--- src/rtl/conv_encoder_r12.sv ---
// Rate-1/2 feed-forward convolutional encoder with valid/ready handshakes on both sides.
// Define CONV_ENC_TAIL_EN for zero-tail termination (K-1 flush symbols close every frame).
module conv_encoder_r12 #(
    parameter int           K  = 3,
    parameter logic [K-1:0] G0 = 3'b111,
    parameter logic [K-1:0] G1 = 3'b101
) (
    input  logic       clk,
    input  logic       rst_n,
    input  logic       in_bit,
    input  logic       in_valid,
    input  logic       in_last,
    output logic       in_ready,
    output logic [1:0] out_sym,
    output logic       out_valid,
    output logic       out_last,
    input  logic       out_ready,
    output logic       busy
);

`ifdef CONV_ENC_TAIL_EN
    typedef enum logic [1:0] {IDLE, ENC, FLUSH} state_t;
    localparam int CW = $clog2(K);
    logic [CW-1:0] cnt, cnt_next;
`else
    typedef enum logic {IDLE, ENC} state_t;
`endif

    state_t       state, state_next;
    logic [K-2:0] sr, sr_next;
    logic [K-1:0] w;
    logic         b, can_load, accept, step;
    logic [1:0]   sym_next;
    logic         last_next, valid_next;

    always_comb begin
        // NOTE: every signal driven here gets a default first, so no path leaves one unassigned and no latch is inferred.
        state_next = state;
        sr_next    = sr;
        sym_next   = out_sym;
        last_next  = out_last;
        valid_next = out_valid;
`ifdef CONV_ENC_TAIL_EN
        cnt_next   = cnt;
`endif
        can_load = !out_valid || out_ready;
        in_ready = rst_n && (state == IDLE || state == ENC) && can_load;
        accept   = in_valid && in_ready;
        step     = accept;
`ifdef CONV_ENC_TAIL_EN
        if (state == FLUSH && can_load) step = 1'b1;
`endif
        // Gating with accept keeps a don't-care in_bit out of the shift register.
        b = accept & in_bit;
        w = {b, sr};

        if (can_load) begin
            valid_next = step;
            last_next  = 1'b0;
            if (step) begin
                sym_next = {^(w & G0), ^(w & G1)};
                sr_next  = w[K-1:1];
            end
        end

        case (state)
            IDLE, ENC: begin
                if (accept) begin
                    if (in_last) begin
`ifdef CONV_ENC_TAIL_EN
                        state_next = FLUSH;
                        cnt_next   = CW'(K - 1);
`else
                        state_next = IDLE;
                        last_next  = 1'b1;
                        sr_next    = '0;
`endif
                    end else begin
                        state_next = ENC;
                    end
                end
            end
`ifdef CONV_ENC_TAIL_EN
            FLUSH: begin
                if (can_load) begin
                    if (cnt == CW'(1)) begin
                        state_next = IDLE;
                        last_next  = 1'b1;
                    end else begin
                        cnt_next = cnt - CW'(1);
                    end
                end
            end
`endif
            default: state_next = IDLE;
        endcase
    end

    assign busy = (state != IDLE);

    // NOTE: registers use non-blocking assignments so every flop samples pre-edge values regardless of statement order.
    always_ff @(posedge clk or negedge rst_n) begin
        if (!rst_n) state <= IDLE;
        else        state <= state_next;
    end

    always_ff @(posedge clk or negedge rst_n) begin
        if (!rst_n) begin
            sr        <= '0;
            out_sym   <= '0;
            out_valid <= 1'b0;
            out_last  <= 1'b0;
        end else begin
            sr        <= sr_next;
            out_sym   <= sym_next;
            out_valid <= valid_next;
            out_last  <= last_next;
        end
    end

`ifdef CONV_ENC_TAIL_EN
    always_ff @(posedge clk or negedge rst_n) begin
        if (!rst_n) cnt <= '0;
        else        cnt <= cnt_next;
    end
`endif

endmodule

--- config.mk ---
export PLATFORM = sky130hd
export DESIGN_NAME = conv_encoder_r12
export DESIGN_NICKNAME = d
export VERILOG_FILES = /design/src/rtl/conv_encoder_r12.sv
export SDC_FILE = /design/constraint.sdc
export NUM_CORES = 1
export LEC_CHECK = 0
export CORE_AREA = 2 2 39 41
export CTS_BUF_LIST = sky130_fd_sc_hd__clkbuf_2
export CTS_CLUSTER_SIZE = 40
export DETAILED_ROUTE_END_ITERATION = 12
export DIE_AREA = 0 0 41 43
export PLACE_DENSITY = 0.48
export SLEW_MARGIN = 20
export SYNTH_ARGS = -nofsm -noshare
export SYNTH_HDL_FRONTEND = slang
export SYNTH_SLANG_ARGS = --single-unit
--- constraint.sdc ---
create_clock -name clk -period 2.45 [get_ports clk]
set_input_delay 0.49 -clock clk [delete_from_list [all_inputs] [get_ports clk]]
set_output_delay 0.49 -clock clk [all_outputs]
set_load 0.02 [all_outputs]
# [Word level (Yosys, flattened, before mapping)]
# Index checks and enable logic that the tools add are counted.
[word_totals] ff_bits=7 inputBits=6 output_inout_bits=6 elab_cells=21
[op_classes] muxes=8 n_bitwise=1 n_reduce_logical=7
[op_table] cell="2-to-1 mux 2 bit" count=4
[op_table] cell="parity 3 bit" count=2
[op_table] cell="2-to-1 mux 1 bit" count=4
[op_table] cell="logical AND 1 bit" count=2
[op_table] cell="AND reduction 2 bit" count=1
[op_table] cell="bitwise AND 1 bit" count=1
[op_table] cell="logical NOT 1 bit" count=1
[op_table] cell="logical OR 1 bit" count=1

# [Longest topological paths before layout]
[logic_depth] depth_word=9 mapped_depth=4 ltp_nobuf=3

# [Worst setup path before layout]
# No wires, ideal clock.
[synth_timing] path_kind="input to output" from="in out_ready" to="out in_ready" arrival_ns=0.846 slack_ns=1.114 stages=2 path_buffers=0 path_cell_list="nand2b_4 and2_2"
[synth_via] elab_chain_cells=2
[synth_rtl] item="start, declared" line="17" text="input logic out_ready,"
[synth_rtl] item="logical OR 1 bit" line="46" text="can_load = !out_valid || out_ready;"
[synth_rtl] item="logical AND 1 bit" line="47" text="in_ready = rst_n && (state == IDLE || state == ENC) && can_load;"
[synth_rtl] item="end, declared" line="13" text="output logic in_ready,"
# No other way between the ends.

# [Final worst setup path]
# Ends and elaborated chain as after synthesis.

==> results.md <==
* Run status: finished, final reports clean
* Fin. max-slew vios at 0
* Final wirelength at 710 µm
* ANT cells at 0
* H-Tree Level Count at 1
* Critical-path cell list: clkdlybuf4s50_1 > nand2b_4 > and2_2 > clkdlybuf4s50_1
* DRT antenna net count at 0
* Die Y at 43 µm
* Total Nets Final at 47
* Root Buffer: clkbuf_2
* Crit share post-route at 93.8%
* Filler Cell Count at 149
* Fraction of final layout cells with drive strength greater than 1 at 30.0%
* Synthesized area at 347 µm²
* Post-CTS resize count at 0
* Hold Crit Class: register to register
* Slew headroom at 83.5%
* Critical Path AT at 1.81 ns
* WS Path Type: primary input to output pin
* Final setup viols at 0
* Post-synthesis adder-cell area fraction at 0%
* Top delay family on crit path: buffers and inverters
* Sequential fraction of the synthesis area at 50.5%
* Worst-skew pair later-pin latency at 0.24 ns
* DR vias at 236
* Initial core utilization at 25.0%
* Post-Layout Inst Area at 493 µm²
* Global route overflow at 0
* First-pass GRT wire length at 1.19 mm
* CTS clk-pin slew, worst paths at 0.07 ns
* CTS tree: yes
* P per Cell Area at 745 nW/µm²
* Total Neg Setup Slack at 0 ns
* Wire per inst at 12.7 µm
* Via/cell ratio at 4.21
* P_leak at 0.240 nW
* CP max-delay cell: clkdlybuf4s50_1
* # clock sinks at 7
* # Post-CTS Setup Buffers at 0
* GP Congestion at 0.671
* Worst EP required at 1.96 ns
* Fmax at 0.435 GHz
* Max clock buf depth at 2
* Distinct cells, synth at 12
* Compound-cell area share of the yosys netlist at 2.89%
* R2r setup slk at 1.23 ns
* Post-synthesis cell count at 25
* GRT Total Usage at 11.0%
* Top post-synthesis cells by area: dfrtp_1 51%, mux2_4 17%, xor2_1 5.1%
* Port-buffer cells at 11
* Yosys top cell by area: dfrtp_1
* Share of the synthesized area in the top cell type at 50.5%
* I/O pin total at 12
* Drt first-iter violations at 1
* Crit. End Element: output pin
* YS warnings at 0
* Post-synthesis simple-gate area fraction at 15.9%
* Initial antenna violation count at 0
* # hold bufs at CTS at 0
* Unrepaired setup endpoints after global routing: no
* Tmin final at 2.30 ns
* Most used cell, CP: clkdlybuf4s50_1
* Main combinational cell family by area after synthesis: multiplexers
* Vias in the first global route at 276
* CORE AREA at 1380 µm²
* Setup crit start kind: primary input
* Reported max-cap violation count at 0
* Avg Cell Area, Syn at 13.9 µm²
* Mux cell area share after synthesis at 20.2%
* Post-DP Area at 473 µm²
* Critical path buffers and inverters at 2
* Synthesized net count at 31
* Final Skew at 0.00531 ns
* Die X at 41 µm
* DRC errors left at 0
* Worst path max stage delay at 0.60 ns
* Row Count at 14
* Post-Synth XOR/XNOR Area at 5.05%
* Peak supply drop at 205 µV
* Detail Placement HPWL at 497 µm
* Final hold violation count at 0
* Num CTS Buffers at 3
* CP max FO at 4
* Most common cell after layout, fill and taps aside: clkdlybuf4s50_1
* Overall Power at 0.000367 W
* Drt pass-1 iters at 4
* Area growth, synth to finish at 42.2%
* Largest net degree at the start of global routing at 9
* Die ar. at 1760 µm²
* #FFs+latches synth at 7
* Worst-Margin Slew at 0.246 ns
* Most frequent cells in the layout: 11 x clkdlybuf4s50_1, 7 x dfrtp_1, 4 x mux2_4, 4 x clkbuf_2
[worst register-to-register path, cell delays in order (launching register included)]
cell and delay, ns:
dfrtp_1 0.41, nand2b_4 0.09, nor2b_4 0.27, mux2_4 0.33
[final timing paths]
| check | start | endpoint | cells after the start |
|---|---|---|---|
| hold reg to reg | out_sym[0] | out_sym[0] | 1 |
| setup / recovery | out_ready | in_ready | 4 |
| min in group asynchronous | rst_n | busy | 2 |
| hold / removal | out_sym[0] | out_sym[0] | 1 |
| max in group asynchronous | rst_n | sr[1] | 2 |
| setup reg to reg | out_valid | sr[1] | 3 |
[Yosys cell counts]
cell,instances
nand2_1,2
dfrtp_1,7
mux2_4,4
and2_2,1
inv_1,2
mux2i_1,1
buf_6,1
nand2b_4,1
nor2b_1,2
nor2b_4,1
a2bb2o_1,1
xor2_1,2
[kinds of logic (layout without fill, tap and decap cells)]
family | count (synthesis) | count (layout)
flip-flops | 7 | 7
XOR/XNOR | 2 | 2
AND/OR/NAND/NOR | 7 | 7
multiplexers | 5 | 5
buffers and inverters | 3 | 18
AO/OA/AOI/OAI | 1 | 1
[area by class of cell]
class / instances / area (µm²) / area share [%]
clock buffers: 4 / 20.0 / 4.06
inverters: 2 / 7.51 / 1.52
multi-input cells: 15 / 153 / 31.0
flip-flops and latches: 7 / 175 / 35.5
well taps: 16 / 20.0 / 4.06
repair buffers: 12 / 118 / 23.9
[power breakdown]
| part | leakage, nW | switching [W] | internal [W] |
|---|---|---|---|
| registers | 0.0869 | 0.0000135 | 0.000138 |
| clock network | 0.0166 | 0.0000463 | 0.0000434 |
| logic | 0.136 | 0.0000512 | 0.0000747 |
| total | 0.240 | 0.000111 | 0.000256 |
[per-stage QoR]
step | util [%] | worst slack, ns | hold slack (ns) | cells
after global routing | 35.6 | 0.113 | 0.541 | 56
after global placement | 34.2 | 0.163 | 0.497 | 52
after CTS | 35.6 | 0.149 | 0.521 | 56
after detailed placement | 34.2 | 0.148 | 0.497 | 52
after floorplan | - | 1.11 | 0.194 | 25
final | 35.6 | 0.152 | 0.514 | 56
[layer usage]
layer	global-route usage, %	vias to the layer above	share of wire [%]
met3	4.71	0	6.2
met2	16.6	7	52
li1	-	108	-
met1	10.6	121	41
met5	0	-	0
met4	10.0	0	0
[registers in the layout, summed over array words and instances (netlist names)]
signal / count
busy: 1
out_last: 1
out_sym: 2
out_valid: 1
sr: 2
Note: power is estimated with default switching activity, not from simulation.
